--- config.mk ---
export PLATFORM = sky130hd
export DESIGN_NAME = prince_sbox_sched
export DESIGN_NICKNAME = d
export VERILOG_FILES = /design/src/rtl/prince_mask_pkg.sv /design/src/rtl/rnd_fifo2.sv /design/src/rtl/prince_sbox_sched.sv
export SDC_FILE = /design/constraint.sdc
export NUM_CORES = 1
export LEC_CHECK = 0
export CAP_MARGIN = 20
export CORE_ASPECT_RATIO = 0.75
export CORE_UTILIZATION = 60
export CTS_BUF_LIST = sky130_fd_sc_hd__clkbuf_2
export CTS_CLUSTER_DIAMETER = 80
export DETAILED_ROUTE_END_ITERATION = 8
export GPL_ROUTABILITY_DRIVEN = 0
export GPL_TIMING_DRIVEN = 0
export PLACE_DENSITY = 0.86
export SLEW_MARGIN = 20
export SYNTH_ARGS = -nofsm -noshare
export SYNTH_HDL_FRONTEND = slang
export SYNTH_SLANG_ARGS = --single-unit
export TNS_END_PERCENT = 100
--- constraint.sdc ---
create_clock -name clk -period 10.98 [get_ports clk]
set_input_delay 3.294 -clock clk [delete_from_list [all_inputs] [get_ports clk]]
set_output_delay 3.294 -clock clk [all_outputs]
set_load 0.03 [all_outputs]
--- src/rtl/prince_mask_pkg.sv ---
// Shared constants and types for the masked PRINCE S-box pipeline controller.
package prince_mask_pkg;

  localparam int unsigned RND_W  = 32;
  localparam int unsigned CNT_W  = 16;
  localparam int unsigned HALF_W = 16;

  // Field offsets inside one 16-bit layer half; layer B repeats them above HALF_W.
  localparam int unsigned A_R1_LO = 0;
  localparam int unsigned A_R1_HI = 5;
  localparam int unsigned A_R2_LO = 6;
  localparam int unsigned A_R2_HI = 11;
  localparam int unsigned A_KL_LO = 12;
  localparam int unsigned A_KL_HI = 13;
  localparam int unsigned A_MN_LO = 14;
  localparam int unsigned A_MN_HI = 15;

  typedef enum logic [1:0] {
    FILL,
    RUN,
    FLUSH
  } state_t;

endpackage

--- src/rtl/rnd_fifo2.sv ---
// Two-entry randomness word FIFO with occupancy count and synchronous clear.
module rnd_fifo2 #(
  parameter int unsigned W = 32
) (
  input  logic         clk,
  input  logic         rst,
  input  logic         i_clr,
  input  logic         i_push,
  input  logic [W-1:0] i_din,
  input  logic         i_pop,
  output logic [W-1:0] o_head,
  output logic [1:0]   o_cnt
);

  logic [W-1:0] r_mem [2];
  logic         r_wr_ptr;
  logic         r_rd_ptr;
  logic [1:0]   r_cnt;

  // Cleared words are zeroed so discarded randomness never lingers in storage.
  always_ff @(posedge clk) begin
    if (rst || i_clr) begin
      r_mem[0] <= '0;
      r_mem[1] <= '0;
      r_wr_ptr <= 1'b0;
      r_rd_ptr <= 1'b0;
      r_cnt    <= '0;
    end else begin
      if (i_push) begin
        r_mem[r_wr_ptr] <= i_din;
        r_wr_ptr        <= ~r_wr_ptr;
      end
      if (i_pop) r_rd_ptr <= ~r_rd_ptr;
      if (i_push && !i_pop)      r_cnt <= r_cnt + 2'd1;
      else if (i_pop && !i_push) r_cnt <= r_cnt - 2'd1;
    end
  end

  assign o_head = r_mem[r_rd_ptr];
  assign o_cnt  = r_cnt;

endmodule

--- src/rtl/prince_sbox_sched.sv ---
// Sequencer for the 4-stage masked PRINCE S-box: valid pipe, global stall,
// per-nibble randomness delivery and usage statistics.
module prince_sbox_sched #(
  parameter int unsigned RND_W = prince_mask_pkg::RND_W,
  parameter int unsigned CNT_W = prince_mask_pkg::CNT_W
) (
  input  logic             clk,
  input  logic             rst,
  input  logic             flush,
  input  logic             in_valid,
  output logic             in_ready,
  output logic             out_valid,
  input  logic             out_ready,
  input  logic             rnd_valid,
  input  logic [RND_W-1:0] rnd_data,
  output logic             rnd_ready,
  output logic [3:0]       stage_en,
  output logic [15:0]      rnd_a,
  output logic [15:0]      rnd_b,
  output logic [CNT_W-1:0] words_used,
  output logic [CNT_W-1:0] starve_cnt
);

  import prince_mask_pkg::*;

  state_t             r_state;
  state_t             w_state_nxt;
  logic [4:1]         r_v;
  logic [HALF_W-1:0]  r_rb1;
  logic [HALF_W-1:0]  r_rb2;
  logic               w_adv;
  logic               w_fire;
  logic               w_push;
  logic [RND_W-1:0]   w_head;
  logic [1:0]         w_fifo_cnt;

  assign w_adv     = !(r_v[4] && !out_ready);
  assign w_fire    = stage_en[0];
  assign w_push    = rnd_valid && rnd_ready;
  assign out_valid = r_v[4];

  rnd_fifo2 #(.W(RND_W)) u_fifo (
    .clk    (clk),
    .rst    (rst),
    .i_clr  (flush),
    .i_push (w_push),
    .i_din  (rnd_data),
    .i_pop  (w_fire),
    .o_head (w_head),
    .o_cnt  (w_fifo_cnt)
  );

  always_ff @(posedge clk) begin
    if (rst) r_state <= FILL;
    else     r_state <= w_state_nxt;
  end

  always_comb begin
    w_state_nxt = r_state;
    case (r_state)
      FILL:    if (w_fifo_cnt == 2'd2) w_state_nxt = RUN;
      RUN:     w_state_nxt = RUN;
      FLUSH:   w_state_nxt = FILL;
      default: w_state_nxt = FILL;
    endcase
    if (flush) w_state_nxt = FLUSH;
  end

  // flush outranks both the accept and the PRNG push in its cycle.
  always_comb begin
    in_ready  = 1'b0;
    rnd_ready = 1'b0;
    stage_en  = '0;
    if (!rst) begin
      in_ready  = (r_state == RUN) && w_adv && (w_fifo_cnt != 2'd0) && !flush;
      rnd_ready = (w_fifo_cnt < 2'd2) && (r_state != FLUSH) && !flush;
      stage_en  = {w_adv && r_v[3], w_adv && r_v[2], w_adv && r_v[1],
                   w_adv && in_valid && in_ready};
    end
  end

  // Layer-B half rides r_rb1 -> r_rb2 -> rnd_b alongside the nibble to reach S3.
  always_ff @(posedge clk) begin
    if (rst || flush) begin
      r_v   <= '0;
      rnd_a <= '0;
      r_rb1 <= '0;
      r_rb2 <= '0;
      rnd_b <= '0;
    end else begin
      if (w_adv) r_v <= {r_v[3:1], w_fire};
      if (stage_en[0]) begin
        rnd_a <= w_head[HALF_W-1:0];
        r_rb1 <= w_head[2*HALF_W-1:HALF_W];
      end
      if (stage_en[1]) r_rb2 <= r_rb1;
      if (stage_en[2]) rnd_b <= r_rb2;
    end
  end

  always_ff @(posedge clk) begin
    if (rst) begin
      words_used <= '0;
      starve_cnt <= '0;
    end else begin
      if (w_fire && (words_used != '1)) words_used <= words_used + 1'b1;
      if ((r_state == RUN) && in_valid && (w_fifo_cnt == 2'd0) && (starve_cnt != '1))
        starve_cnt <= starve_cnt + 1'b1;
    end
  end

endmodule

### Yosys cells after proc, flatten, opt, wreduce, memory -nomap -nowiden

Memory sizes are Yosys's and may differ from the RTL's. A register that Yosys moved wholly into a read port is not among the register bits.
Cells that the tools add are included.

| operators by class | value |
|---|---|
| add/subtract/negate cells | 4 |
| $lt $le $gt $ge | 1 |
| eq/ne operators | 7 |
| muxes and demuxes | 16 |
| bitwise logic cells | 2 |
| reductions and logical operators | 30 |

Operators by type and width:

| cell | count |
|---|---|
| adder 16 x 1 -> 16 bit (second input constant) | 2 |
| 2-to-1 mux 32 bit | 1 |
| != test 16 bit (second input constant) | 2 |
| OR reduction 32 bit | 1 |
| logical AND 1 bit | 18 |
| 2-to-1 mux 1 bit | 9 |
| 2-to-1 mux 2 bit | 4 |
| zero test 1 bit | 5 |
| zero test 2 bit | 2 |
| 2-to-1 mux 4 bit | 1 |
| != test 2 bit (second input constant) | 2 |
| case mux 2 bit (2 select lines) | 1 |
| nonzero test 2 bit | 2 |
| != test 3 bit (second input constant) | 1 |
| adder 2 x 1 -> 2 bit (second input constant) | 1 |
| == test 2 x 1 -> 1 bit (second input constant) | 1 |
| == test 2 bit (second input constant) | 1 |
| less-than comparator 2 bit (second input constant) | 1 |
| inverter 1 bit | 2 |
| OR reduction 2 bit | 1 |
| subtractor 2 x 1 -> 2 bit (second input constant) | 1 |
| logical OR 1 bit | 1 |

| storage, ports and cells | value |
|---|---|
| register bits after elaboration | 74 |
| memory bits (writable) | 64 |
| input port bits | 38 |
| word-level logic and storage cells | 71 |
| memories kept | 1 |

Memories:

| memory | words | width | rd ports | clocked after memory_dff | wr ports | line | RTL |
|---|---|---|---|---|---|---|---|
| u_fifo.r_mem | 2 | 32 | 1 | 1 | 2 | rnd_fifo2.sv:15 | `logic [W-1:0] r_mem [2];` |

### Depth between registers and ports, before layout

| depth | value |
|---|---|
| depth in word-level cells | 11 |
| depth in mapped cells | 9 |
| depth with buffers taken out | 8 |

### Modules after synthesis

A second synthesis with hierarchy kept.

| unflattened totals | value |
|---|---|
| cell total of the unflattened synthesis | 713 |
| area, all modules | 7163.1 µm² |

Modules (own cells, without submodules):

| module | times used | cells each | area each (µm²) | sequential area each (µm²) |
|---|---|---|---|---|
| prince_sbox_sched | 1 | 513 | 4135.2 | 2042.0 |
| rnd_fifo2 | 1 | 200 | 3027.9 | 2021.9 |

### Worst setup path before layout

Ideal clock, no wire load.

| timing path | value |
|---|---|
| path type | input to output |
| start point | input port out_ready |
| end point | output port stage_en[0] |
| arrival | 4518 ps |
| slack | 3168 ps |
| stages | 7 |
| cells stage by stage | or2b_2 -> o2111ai_4 -> inv_2 -> nand2_1 -> inv_2 -> clkbuf_1 -> buf_4 |

| on the way | value |
|---|---|
| word-level cells in the longest chain between the ends | 8 |
| elaborated cells on any way between the ends | 9 |
| classes of those cells | mux: 1; reduce/logical: 8 |

RTL lines:

| element | line | RTL |
|---|---|---|
| start, declared | prince_sbox_sched.sv:13 | `input logic out_ready,` |
| zero test 1 bit (*) | prince_sbox_sched.sv:37 | `assign w_adv = !(r_v[4] && !out_ready);` |
| logical AND 1 bit (*) | prince_sbox_sched.sv:37 |  |
| zero test 1 bit (*) | prince_sbox_sched.sv:37 |  |
| logical AND 1 bit (3 in series) | prince_sbox_sched.sv:75 | `in_ready = (r_state == RUN) && w_adv && (w_fifo_cnt != 2'd0) && !flush;` |
| logical AND 1 bit (*) | prince_sbox_sched.sv:78 | `w_adv && in_valid && in_ready};` |
| 2-to-1 mux 4 bit (*) | prince_sbox_sched.sv:74 | `if (!rst) begin` |
| end, declared | prince_sbox_sched.sv:17 | `output logic [3:0] stage_en,` |

Mark *: on every way between the ends. The rest lies on a longest branch, timed or not.

### Worst setup path in the final report

| timing path | value |
|---|---|
| start point | input port flush |
| end point | output port stage_en[0] |

| on the way | value |
|---|---|
| word-level cells in the longest chain between the ends | 4 |

RTL lines:

| element | line | RTL |
|---|---|---|
| start, declared | prince_sbox_sched.sv:9 | `input logic flush,` |
| zero test 1 bit | prince_sbox_sched.sv:75 |  |
| logical AND 1 bit | prince_sbox_sched.sv:75 |  |
| logical AND 1 bit | prince_sbox_sched.sv:78 |  |
| 2-to-1 mux 4 bit | prince_sbox_sched.sv:74 |  |

No other way between the ends.

==> results.md <==
- Dividing total power by cell area gives a power density of 123 nW/µm².
- Among all flip-flop cells after synthesis, the most frequent one is dfxtp_1.
- Based on the critical path, the design can be clocked at up to 107 MHz.
- After synthesis the cells add up to 6870 µm².
- The worst setup path is captured at an output pin.
- The run finished, with violations left.
- The average wire length per cell after detail routing is 15.5 µm.
- The signal on the critical path passes through clkdlybuf4s50_1 -> nor2_4 -> o2111ai_4 -> inv_2 -> nand2_1 -> inv_2 -> clkbuf_1 -> buf_4 -> clkdlybuf4s50_1.
- The number of optimization iterations in the first detailed-route pass is 7.
- The worst setup path is of the primary input to output pin kind.
- For the pin with the worst max-slew slack, the measured transition is 0.794 ns.
- Counting flops with an async set or reset pin after synthesis yields a share of 0%.
- The sink count of the clock tree is 170.
- The core region is 11,000 µm².
- Clock-pin slew was measured on the worst setup and hold paths at 0.20 ns.
- The number of stages on the worst hold path is 2.
- The library cell contributing the largest single delay on the critical path is clkdlybuf4s50_1.
- Before CTS, the worst setup slack after placement is 1.69 ns.
- The width of the chip is 126 µm.
- The worst hold slack is 0.472 ns.
- The portion of synthesized cell area occupied by the leading cell type is 30.9%.
- The count of cell types in the netlist is 41.
- Counting every net in the synthesized netlist gives 703.
- The detailed-placement wirelength estimate is 10,700 µm.
- The largest single stage delay on the critical path is 0.66 ns.
- The end point of the most critical hold path is rnd_b[13].
- The checks that failed: DRC.
- In the post-synthesis netlist, the biggest area contributors are dfxtp_1 31%, edfxtp_1 28%, mux2i_1 5.0%, nand2_1 4.5%, nor2_1 3.7%.
- Global routing used 25.8% of the available tracks across all layers.
- The first global-routing pass estimated 23,600 µm of wire.
- The average size of a mapped cell is 10.4 µm².
- The largest buffer count on any clock path is 2.
- The number of setup buffers added after CTS is 0.
- Entering global routing, the biggest net connects 33 pins.
- The number of enable flip-flop cells after synthesis is 64.
- The number of buffers created by CTS is 17.
- The setup slack of the worst register-to-register path is 8.36 ns.
- The number of placed instances with taps included is 910.
- The worst pin sits at a relative slew slack of 46.6%.
- In this run, the number of DRC markers left after iteration 0 of detailed routing was 399.
- The post-route worst setup slack is 1.67 ns.
- TritonCTS built the clock tree.
- The total count of hold-check failures in the final report is 0.
- The later pin in the worst-skew pair is clocked with a latency of 0.73 ns.
- The number of gates resized after CTS was 0.
- STA classifies the critical path startpoint as a primary input.
- The number of global-route vias before repair came to 5,007.
- The number of buffers and inverters on the critical path is 6.
- The number of nets with antenna violations after detailed routing is 0.
- The launch instance of the worst min-delay path is rnd_b[13].
- The vias per cell is 5.66.
- In this run the tool buffered the top-level ports with 107 buffer cells.
- Across the VDD grid, the largest voltage drop is 119 µV.
- At the worst endpoint, the required time is 7.69 ns.
- The standard-cell row count is 33.
- The setup TNS is 0 ns.
- The fraction of layout cells with a size suffix above 1 is 6.11%.
- For this run, the number of Yosys warnings is 0.
- The routed design has 14,600 µm of wire.
- The worst hold-check path type is flop to flop.
- On the critical path the largest part of the delay comes from buffers and inverters.
- The height of the die is 94.7 µm.
- The initial antenna violation count is 0.
- The max-slew violation total from the final report is 0.
- For this run, the post-layout net count is 830.
- The post-synthesis instance total is 662.
- The detailed-route via count is 5,332.
- The worst clock skew on the final layout is 0.0370 ns.
- The analysis attributes to cell leakage a power of 2.82 nW.
- Counting the fill cells in the layout gives 767.
- In the post-synthesis netlist, the cell with the most instances is dfxtp_1.
- The setup violation total in the final timing report is 0.
- The initial utilization of the core area, before any placement, comes to 62.3%.
- Summing the sequential cell areas from Yosys gives 58.9% of the chip area.
- After global routing the overflow that remains totals 0.
- The commonest cells after synthesis are 106 x dfxtp_1, 83 x nand2_1, 68 x nor2_1.
- The cell sitting at the root of the clock tree is a clkbuf_2.
- The depth of the worst register-to-register path is 6.
- The synthesized design contains 170 register bits.
- The number of maximum-capacitance violations is 0.
- In this run the critical register-to-register path is captured at u_fifo.r_mem[1][2].
- The die covers 11,900 µm².
- The biggest fanout along the worst timing path is 10.
- For this design, the CTS-stage hold fixing added 0 buffers.
- Once layout is complete, the utilization of the core stands at 76.1%.
- In this run the critical register-to-register path is launched from u_fifo.o_cnt[1].
- During I/O placement, the number of pins put on the boundary was 109.
- Once layout is complete, the cells apart from fillers number 942.
- The repair_antennas step left the layout with diodes totalling 0.
- Setup repair after global routing left no endpoint under its margin.
- The top cell type by total area after synthesis is dfxtp_1.
- The time the worst path needs with I/O delays and setup is 9.31 ns.
- The area growth from synthesis to layout is 22.1%.
- After detailed routing, the number of remaining DRC violations is 6.
- The H-tree depth reported by CTS is 4.
- Of the available clock period, the critical path in the final layout requires 84.8%.
- Data arrives at the worst endpoint at 6.02 ns.
-- routing by layer --
metal  part of all wire [%]  vias up  global-route usage, %
met4                    1.4        0                   9.86
met2                     50      163                   44.5
li1                       -     2604                      -
met1                     44     2547                   32.2
met5                      0        -                      0
met3                    5.1       18                   5.27
-- cell families after synthesis --
family | after synthesis | synth area share [%]
and+or+nand+nor | 291 | 21.3
DFF | 170 | 58.9
AOI/OAI and AO/OA | 90 | 8.23
buffers and inverters | 48 | 2.79
muxes | 35 | 5.12
xor gates and xnor gates | 25 | 3.19
adders and majority gates | 3 | 0.546
-- cells in the final DEF, fill, tap and decap left out, types with 21 or more instances in the layout --
master,instances
and3_1,35
clkbuf_2,21
a211oi_1,32
clkbuf_1,40
nand2_1,82
dfxtp_1,106
nor2_1,68
edfxtp_1,64
and2_1,35
a21oi_1,45
clkdlybuf4s50_1,107
mux2i_1,34
-- worst reg2reg max path, stage by stage, from the launching register on --
cell	delay, ns
dfxtp_1	0.44
a21oi_1	0.18
nand3_1	0.20
inv_1	0.28
clkbuf_1	0.41
nand2_1	0.12
nand2_2	0.60
-- metrics by stage --
step           instance area [µm²]  total power [mW]
2_1_floorplan                 6870             0.704
3_3_place_gp                  8120             0.726
3_5_place_dp                  8160             0.729
4_1_cts                       8390              1.04
5_1_grt                       8390              1.07
6_report                      8390              1.03
-- area by class of cell --
class                           count  area, µm²  area share [%]
Tap cell                          140        175            2.09
Timing Repair Buffer              108       1100            13.1
Clock buffer                       21        105            1.25
Sequential cell                   170       4040            48.2
Clock inverter                     11        123            1.46
Inverter                            6       22.5           0.269
Multi-Input combinational cell    444       2650            31.6
Buffer                             42        169            2.01
-- registers in the layout (all words and copies together) (netlist names) --
name             cells
rnd_a               16
u_fifo.r_mem        64
r_state              2
rnd_b               16
r_rb1               16
r_rb2               16
starve_cnt          16
words_used          16
u_fifo.r_wr_ptr      1
u_fifo.r_rd_ptr      1
u_fifo.o_cnt         2
r_v                  4
-- how the worst max path moves through the flow --
stage	startpoint	end	slack [ns]	cells past startpoint
after global placement	flush	stage_en[0]	1.78	9
after floorplan	out_ready	stage_en[0]	3.17	7
after detailed placement	flush	stage_en[0]	1.69	9
final	flush	stage_en[0]	1.67	9
after CTS	flush	stage_en[0]	1.69	9
after global routing	flush	stage_en[0]	1.48	9
-- power by group --
part | internal (mW) | switching, mW
clock network | 0.107 | 0.210
registers | 0.667 | 0.00412
logic | 0.0198 | 0.0251
Note: power is estimated with default switching activity, not from simulation.
